==> config.mk <==
export PLATFORM = sky130hd
export DESIGN_NAME = cache_mem_arbiter
export DESIGN_NICKNAME = d
export VERILOG_FILES = /design/src/rtl/cache_mem_arbiter.sv
export SDC_FILE = /design/constraint.sdc
export NUM_CORES = 1
export LEC_CHECK = 0
export BUFFER_PORTS_ARGS = -buffer_cell sky130_fd_sc_hd__buf_2
export CAP_MARGIN = 20
export CELL_PAD_IN_SITES_DETAIL_PLACEMENT = 1
export CELL_PAD_IN_SITES_GLOBAL_PLACEMENT = 1
export CORE_AREA = 5 5 286 288
export CTS_CLUSTER_DIAMETER = 80
export DETAILED_ROUTE_END_ITERATION = 10
export DIE_AREA = 0 0 291 293
export PLACE_DENSITY_LB_ADDON = 0.08
export SLEW_MARGIN = 10
export SYNTH_ARGS = -nofsm -noshare
export SYNTH_HDL_FRONTEND = slang
export SYNTH_SLANG_ARGS = --single-unit
==> constraint.sdc <==
create_clock -name clk -period 2.81 [get_ports clk]
set_clock_uncertainty 0.05 [all_clocks]
set_input_delay 0.281 -clock clk [delete_from_list [all_inputs] [get_ports clk]]
set_output_delay 0.281 -clock clk [all_outputs]
set_load 0.02 [all_outputs]
==> src/rtl/cache_mem_arbiter.sv <==
// Arbitrates i-cache and d-cache block misses onto one main-memory port.
// The granted request is latched, the memory busywait handshake is run, and a sticky watchdog flags slow memory.
module cache_mem_arbiter #(
  parameter int ADDR_W  = 28,
  parameter int BLOCK_W = 128,
  parameter int TIMEOUT = 1023
) (
  input  logic               clk,
  input  logic               reset,
  input  logic               i_read,
  input  logic [ADDR_W-1:0]  i_address,
  output logic [BLOCK_W-1:0] i_readdata,
  output logic               i_busywait,
  input  logic               d_read,
  input  logic               d_write,
  input  logic [ADDR_W-1:0]  d_address,
  input  logic [BLOCK_W-1:0] d_writedata,
  output logic [BLOCK_W-1:0] d_readdata,
  output logic               d_busywait,
  output logic               mem_read,
  output logic               mem_write,
  output logic [ADDR_W-1:0]  mem_address,
  output logic [BLOCK_W-1:0] mem_writedata,
  input  logic [BLOCK_W-1:0] mem_readdata,
  input  logic               mem_busywait,
  output logic               timeout_err
);

  localparam int CNT_W = (TIMEOUT < 2) ? 1 : $clog2(TIMEOUT + 1);
  localparam logic [CNT_W-1:0] CNT_MAX = CNT_W'(TIMEOUT);

  typedef enum logic [2:0] {IDLE, MEM_I, MEM_D, RESP_I, RESP_D} state_t;

  state_t             state_q, state_d;
  logic               last_grant_q, last_grant_d;  // 1 = d-cache was granted last
  logic               op_wr_q, op_wr_d;
  logic [ADDR_W-1:0]  addr_q, addr_d;
  logic [BLOCK_W-1:0] wdata_q, wdata_d;
  logic [BLOCK_W-1:0] i_rdata_q, i_rdata_d;
  logic [BLOCK_W-1:0] d_rdata_q, d_rdata_d;
  logic [CNT_W-1:0]   cnt_q, cnt_d;
  logic               err_q, err_d;

  logic ireq;
  logic dreq;
  logic grant_d;

  assign ireq = i_read;
  assign dreq = d_read | d_write;
  // On a tie the side that was not granted last wins; reset leaves I as last, so D wins first.
  assign grant_d = dreq & (~ireq | ~last_grant_q);

  always_ff @(posedge clk or negedge reset) begin
    if (!reset) begin
      state_q      <= IDLE;
      last_grant_q <= 1'b0;
      op_wr_q      <= 1'b0;
      addr_q       <= '0;
      wdata_q      <= '0;
      i_rdata_q    <= '0;
      d_rdata_q    <= '0;
      cnt_q        <= '0;
      err_q        <= 1'b0;
    end else begin
      state_q      <= state_d;
      last_grant_q <= last_grant_d;
      op_wr_q      <= op_wr_d;
      addr_q       <= addr_d;
      wdata_q      <= wdata_d;
      i_rdata_q    <= i_rdata_d;
      d_rdata_q    <= d_rdata_d;
      cnt_q        <= cnt_d;
      err_q        <= err_d;
    end
  end

  always_comb begin
    state_d      = state_q;
    last_grant_d = last_grant_q;
    op_wr_d      = op_wr_q;
    addr_d       = addr_q;
    wdata_d      = wdata_q;
    i_rdata_d    = i_rdata_q;
    d_rdata_d    = d_rdata_q;
    cnt_d        = cnt_q;
    err_d        = err_q;

    case (state_q)
      IDLE: begin
        if (grant_d) begin
          state_d      = MEM_D;
          last_grant_d = 1'b1;
          op_wr_d      = d_write;
          addr_d       = d_address;
          wdata_d      = d_writedata;
          cnt_d        = '0;
        end else if (ireq) begin
          state_d      = MEM_I;
          last_grant_d = 1'b0;
          op_wr_d      = 1'b0;
          addr_d       = i_address;
          cnt_d        = '0;
        end
      end
      MEM_I, MEM_D: begin
        if (mem_busywait) begin
          // Saturating watchdog; the transaction keeps waiting even after the flag is raised.
          if ((TIMEOUT != 0) && (cnt_q != CNT_MAX)) begin
            cnt_d = cnt_q + 1'b1;
            if (cnt_d == CNT_MAX) err_d = 1'b1;
          end
        end else if (state_q == MEM_I) begin
          state_d   = RESP_I;
          i_rdata_d = mem_readdata;
        end else begin
          state_d = RESP_D;
          if (!op_wr_q) d_rdata_d = mem_readdata;
        end
      end
      RESP_I, RESP_D: state_d = IDLE;
      default:        state_d = IDLE;
    endcase
  end

  assign mem_read      = ((state_q == MEM_I) || (state_q == MEM_D)) && !op_wr_q;
  assign mem_write     = (state_q == MEM_D) && op_wr_q;
  assign mem_address   = addr_q;
  assign mem_writedata = wdata_q;
  assign i_readdata    = i_rdata_q;
  assign d_readdata    = d_rdata_q;
  assign i_busywait    = ireq & (state_q != RESP_I);
  assign d_busywait    = dreq & (state_q != RESP_D);
  assign timeout_err   = err_q;

endmodule

==> impl_results.md, run 1 <==
* Core area at 78600 um2
* Residual DRC at 0
* Worst reg2reg path endpoint: i_readdata[39]
* Slowest CP cell: dfrtp_1
* Netlist cell types at 43
* Final setup violation count at 0
* Clock Sink Count at 428
* Initial drt markers at 333
* Setup crit end kind: output port
* Area contributors post-synth: dfrtp_1 (65%), mux2_2 (26%), mux2i_1 (1.8%)
* Share of post-route cells with drive strength above 1 at 57.3%
* Path type of the worst setup path: reg -> out
* Io pins at 735
* Outcome: finished clean
* Final Critical Period at 2.40 ns
* VDD IR max at 527 uV
* Drt total wl at 65600 um
* Antenna violations before repair at 5
* Worst Setup Start Kind: register
* Setup TNS at 0 ns
* Critical Path Sink: mem_read
* Die H at 293 um
* Die area at 85300 um2
* TritonCTS buffer count at 55
* Largest net degree at the start of global routing at 69
* Mapped Cells at 1044
* CTS root buffer: clkbuf_16
* Post-synth top area share at 65.0%
* Clock buffer depth at 3
* Worst-path fanout max at 8
* Vias in the first global route at 14.9k
* Count leader, synth: dfrtp_1
* Clk Latency, worst-skew pair at 0.58 ns
* R2R Setup Slk at 0.44 ns
* Placed insts at 2800
* Remaining Overflow, GRT at 0
* Global Route Usage Sum at 14.9%
* Warnings from Yosys at 0
* Worst Tran Pin Value at 0.713 ns
* WP data arrival at 2.07 ns
* Final Wtd Congestion at 0.772
* Ratio of final minimum period to clock period at 85.5%
* Detailed-route via count at 12.9k
* Layout Cells excl Fill at 3218
* Area Overhead vs Synth at 61.6%
* Cell taking the most area after synthesis: dfrtp_1
* Nets at 2441
* Pwr dens at 1230 nW/um2
* Post-synthesis area per instance at 15.8 um2
* Max incr delay on CP at 0.51 ns
* Fmax at 0.416 GHz
* MaxCap Viol Count at 0
* H-tree lvl count at 2
* Sequential area share after synthesis at 65.0%
* Num rows at 103
* Leakage power at 12.6 nW
* Synthesized area at 16500 um2
* Post-DP HPWL at 50200 um
* Most used DFF post-synth: dfrtp_1
* Antenna Nets Post-Route at 0
* Setup Buffers After CTS at 0
* Critical R2R Launch: state_q[0]
* Slew headroom at 52.5%
* Post-synth EDFFs at 0
* Drt first pass iters at 4
* CTS clk-pin slew, worst paths at 0.06 ns
* RSZ-0062 raised after global routing: false
* Worst Setup SP: state_q[1]
* Cells on worst reg2reg path at 5
* HP Class: in -> reg
* Die W at 291 um
* Post-synthesis async set-or-reset flop share at 100%
* CTS tree: yes
* Buffers on Ports at 734
* Final Hold Violating Endpoints at 0
* Max Slew Vio Count at 0
* First-pass GRT wire length at 98400 um
* Syn_nets at 1364
* Wire length per cell at 20.4 um
* Cells along the critical path: xnor2_2 -> or2_1 -> nor2_1 -> buf_2
* Commonest cells post-synth: dfrtp_1 (428), mux2_2 (384), buf_2 (42), nand2_1 (40), o21ai_0 (30)
* Drt via density at 4.00
* Initial Util at 21.0%
* Critical Path RT at 2.48 ns
* Synthesis-stage register bit count at 428
==> what timing repair did <==
item,CTS,global route
hold buffers,314,0
resized for setup,0,0
endpoints found under the hold margin,461,0
==> worst min-delay path by stage <==
stage               slack [ns]  cells past startpoint           from         endpoint
floorplan                -0.06                      0          reset         cnt_q[0]
global placement          0.28                      1          reset   d_readdata[47]
detailed placement        0.29                      1          reset   d_readdata[87]
CTS                      0.007                      3  d_address[21]  mem_address[21]
global route              0.02                      3  d_address[21]  mem_address[21]
finish                    0.03                      3  d_address[21]  mem_address[21]
==> power by group <==
| group | switching, mW | internal (mW) |
|---|---|---|
| clock | 2.72 | 4.27 |
| combinational | 8.72 | 6.05 |
| sequential | 1.62 | 9.29 |
| total | 13.1 | 19.6 |
==> placed cells by master, fill, tap and decap left out, drive strengths merged, types with 5 or more instances in the layout <==
cell,n
clkinv,7
xnor2,6
inv,5
nor3,5
dfrtp,428
mux2,386
buf,765
a41oi,5
clkbuf,87
dlygate4sd3,314
diode,5
nor2,5
mux2i,29
o21ai,30
nand2,40
a21oi,6
==> metal layers <==
| metal | track usage, % | vias up | share of wire [%] |
|---|---|---|---|
| met5 | 0 | - | 0.011 |
| met4 | 4.22 | 2 | 2.8 |
| met3 | 5.69 | 105 | 8.8 |
| met2 | 26.7 | 485 | 51 |
| met1 | 16.6 | 6395 | 37 |
| li1 | - | 5873 | - |
==> sequential cells by signal, summed over array words and instances (netlist names) <==
name / flops
mem_writedata: 128
timeout_err: 1
last_grant_q: 1
state_q: 3
d_readdata: 128
i_readdata: 128
op_wr_q: 1
cnt_q: 10
mem_address: 28
==> critical path: cells and delay by family (launching register included) <==
kind	cells	cell delay, ns
buffers and inverters	1	0.18
and+or+nand+nor	2	0.46
DFF	1	0.51
xor gates and xnor gates	1	0.33
==> through the flow <==
stage          instance area (um2)  total power [mW]  hold WS, ns  setup slack, ns  util [%]
6_report                     26600              32.7       0.0296            0.407      33.9
5_1_grt                      26600              34.7       0.0171            0.280      33.8
4_1_cts                      26600              33.4      0.00662            0.310      33.8
3_5_place_dp                 21700              25.7        0.289            0.424      27.5
3_3_place_gp                 21700              25.5        0.281            0.485      27.5
2_1_floorplan                16500              19.5      -0.0646            0.954         -
==> final cells by class <==
cell class                      count  area [um2]
Fill cell                        8526       52000
Multi-Input combinational cell    554        5490
Tap cell                         1050        1310
Clock inverter                     12         156
Sequential cell                   428       10700
Inverter                            3        11.3
Timing Repair Buffer             1079        7270
Antenna cell                        5        12.5
Clock buffer                       87        1650
==> logic make-up (layout without fill, tap and decap cells) <==
family / Yosys count / after routing / synth area share (%)
fa+ha+maj: 2 / 2 / 0.152
mux: 415 / 415 / 28.1
simple gates: 74 / 74 / 2.16
compound gates: 57 / 57 / 2.32
xor+xnor: 6 / 6 / 0.365
other cells: 0 / 5 / 0
buf+inv: 62 / 1181 / 1.85
flops: 428 / 428 / 65.0
Note: power is estimated with default switching activity, not from simulation.
==> run 2: changes to the inputs <==
--- a/config.mk
+++ b/config.mk
@@ -5,7 +5,7 @@
 export SDC_FILE = /design/constraint.sdc
 export NUM_CORES = 1
 export LEC_CHECK = 0
-export BUFFER_PORTS_ARGS = -buffer_cell sky130_fd_sc_hd__buf_2
+export BUFFER_PORTS_ARGS = -buffer_cell sky130_fd_sc_hd__clkbuf_2
 export CAP_MARGIN = 20
 export CELL_PAD_IN_SITES_DETAIL_PLACEMENT = 1
 export CELL_PAD_IN_SITES_GLOBAL_PLACEMENT = 1
@@ -14,7 +14,8 @@
 export DETAILED_ROUTE_END_ITERATION = 10
 export DIE_AREA = 0 0 291 293
 export PLACE_DENSITY_LB_ADDON = 0.08
-export SLEW_MARGIN = 10
+export SKIP_CTS_REPAIR_TIMING = 1
+export SLEW_MARGIN = 15
 export SYNTH_ARGS = -nofsm -noshare
 export SYNTH_HDL_FRONTEND = slang
 export SYNTH_SLANG_ARGS = --single-unit
==> run 2 against run 1 <==
- wire length down 1.4%
- the run now ends with hold timing left
- register-to-register slack better by 0.03 ns
- global-route usage down 0.63 points
- critical path depth unchanged
- first-iteration DRC count down 30%
- non-clock buffer count down 18
- final cell count down 0.75%
- total power down 1.4%
- via count down 1.0%
==> impl_results.md, run 2 (synthesis results as in run 1) <==
* Outcome: finished, violations left (was finished clean)
* Failing checks: hold timing
* Worst-path fanout max at 8 (unchanged)
* Detailed-route via count at 12.7k (was 12.9k)
* Clock buffer depth at 3 (unchanged)
* Antenna Nets Post-Route at 0 (unchanged)
* Drt first pass iters at 4 (unchanged)
* Reg power frac at 34.2% (was 33.4%)
* Worst Tran Pin Value at 0.726 ns (was 0.713 ns)
* CTS root buffer: clkbuf_16 (unchanged)
* Drt total wl at 64600 um (was 65600 um)
* Initial Util at 21.0% (unchanged)
* Path type of the worst setup path: reg -> out (unchanged)
* TritonCTS buffer count at 54 (was 55)
* Pwr dens at 1230 nW/um2 (about the same)
* Final core utilization at 33.4% (was 33.9%)
* Io pins at 735 (unchanged)
* Initial drt markers at 234 (was 333)
* Area Overhead vs Synth at 59.2% (was 61.6%)
* Worst Setup Start Kind: register (unchanged)
* Global Route Usage Sum at 14.3% (was 14.9%)
* VDD IR max at 488 uV (was 527 uV)
* Final Critical Period at 2.40 ns (about the same)
* Wire length per cell at 20.2 um (was 20.4 um)
* Critical Path RT at 2.48 ns (about the same)
* Final setup violation count at 0 (unchanged)
* Clock Sink Count at 428 (unchanged)
* RSZ-0062 raised after global routing: false (unchanged)
* Leakage power at 12.5 nW (was 12.6 nW)
* Largest net degree at the start of global routing at 83 (was 69)
* Share of post-route cells with drive strength above 1 at 57.6% (was 57.3%)
* Residual DRC at 0 (unchanged)
* Antenna violations before repair at 7 (was 5)
* Die H at 293 um (unchanged)
* Clk Latency, worst-skew pair at 0.58 ns (about the same)
* Logic gate share of total power at 45.1% (was 45.2%)
* Internal at 19.2 mW (was 19.6 mW)
* CTS tree: yes (unchanged)
* Remaining Overflow, GRT at 0 (unchanged)
* P_sw at 13.0 mW (was 13.1 mW)
* Area after DPL at 21600 um2 (was 21700 um2)
* Core area at 78600 um2 (unchanged)
* Setup TNS at 0 ns (unchanged)
* H-tree lvl count at 2 (unchanged)
* Final Wtd Congestion at 0.757 (was 0.772)
* Setup crit end kind: output port (unchanged)
* First-pass GRT wire length at 92400 um (was 98400 um)
* Die area at 85300 um2 (unchanged)
* Final hold slack at -0.00686 ns (was 0.0296 ns)
* Commonest non-fill, non-tap cell in the layout: clkbuf_2 (was buf_2)
* Final Hold Violating Endpoints at 5 (was 0)
* CTS clk-pin slew, worst paths at 0.06 ns (about the same)
* Drt via density at 3.99 (was 4.00)
* Post-DP HPWL at 49500 um (was 50200 um)
* Die W at 291 um (unchanged)
* WP data arrival at 2.07 ns (about the same)
* Clock power frac at 20.7% (was 21.4%)
* Slew headroom at 51.4% (was 52.5%)
* Design Area, Final at 26200 um2 (was 26600 um2)
* Max Slew Vio Count at 0 (unchanged)
* Ratio of final minimum period to clock period at 85.4% (was 85.5%)
* Num rows at 103 (unchanged)
* Commonest cells after routing, fill and taps aside: clkbuf_2 (733), dfrtp_1 (428), mux2_2 (384) (was buf_2 (733), dfrtp_1 (428), mux2_2 (384))
* Switching part of the total at 40.4% (was 40.0%)
* MaxCap Viol Count at 0 (unchanged)
* Nets at 2422 (was 2441)
* Fmax at 0.417 GHz (was 0.416 GHz)
* Vias in the first global route at 13.4k (was 14.9k)
* HP Class: in -> reg (unchanged)
* Buffers on Ports at 734 (unchanged)
## run 2: critical path, cell delays in order, from the launching register on
cell and delay, ns:
dfrtp_1 0.51, xnor2_2 0.35, or2_1 0.37, nor2_1 0.07, clkbuf_2 0.19
## run 2: layout make-up
cell class | instances | area, um2
Clock inverter | 7 | 98.8
Multi-Input combinational cell | 554 | 5490
Timing Repair Buffer | 1061 | 7000
Sequential cell | 428 | 10700
Fill cell | 8592 | 52400
Inverter | 3 | 11.3
Tap cell | 1050 | 1310
Antenna cell | 6 | 15.0
Clock buffer | 85 | 1590
## run 2: metal layers
layer | vias to the layer above | wire, um | GRT usage (%) | part of all wire [%]
met4 | 2 | 1260 | 3.13 | 1.9
li1 | 5826 | - | - | -
met2 | 453 | 33800 | 25.9 | 52
met5 | - | 13 | 0 | 0.020
met3 | 79 | 5410 | 6.43 | 8.4
met1 | 6369 | 24100 | 15.4 | 37
## run 2: power by group through the flow
stage	registers (mW)	clock network, mW	logic [mW]
final	11.0	6.66	14.5
after floorplan	14.6	0	4.99
after detailed placement	11.1	0	14.5
after CTS	11.1	6.97	14.5
after global placement	11.1	0	14.4
after global routing	11.4	7.21	15.5
## run 2: stage by stage
step	setup slack (ns)	std cells	power [mW]
after floorplan	0.954	1044	19.5
after global placement	0.496	2801	25.5
after detailed placement	0.438	2801	25.6
after CTS	0.322	2893	32.6
after global routing	0.273	3193	34.2
final	0.411	3194	32.2
## run 2: path summary, 6_finish.rpt
check	start	end	slack, ns	cells past startpoint
setup / recovery	state_q[1]	mem_read	0.41	4
setup reg to reg	state_q[0]	i_readdata[103]	0.47	5
min in group asynchronous	reset	d_readdata[48]	0.18	2
hold reg to reg	mem_address[21]	mem_address[21]	0.43	2
hold / removal	i_address[16]	mem_address[16]	-0.007	3
max in group asynchronous	reset	d_readdata[3]	1.67	3
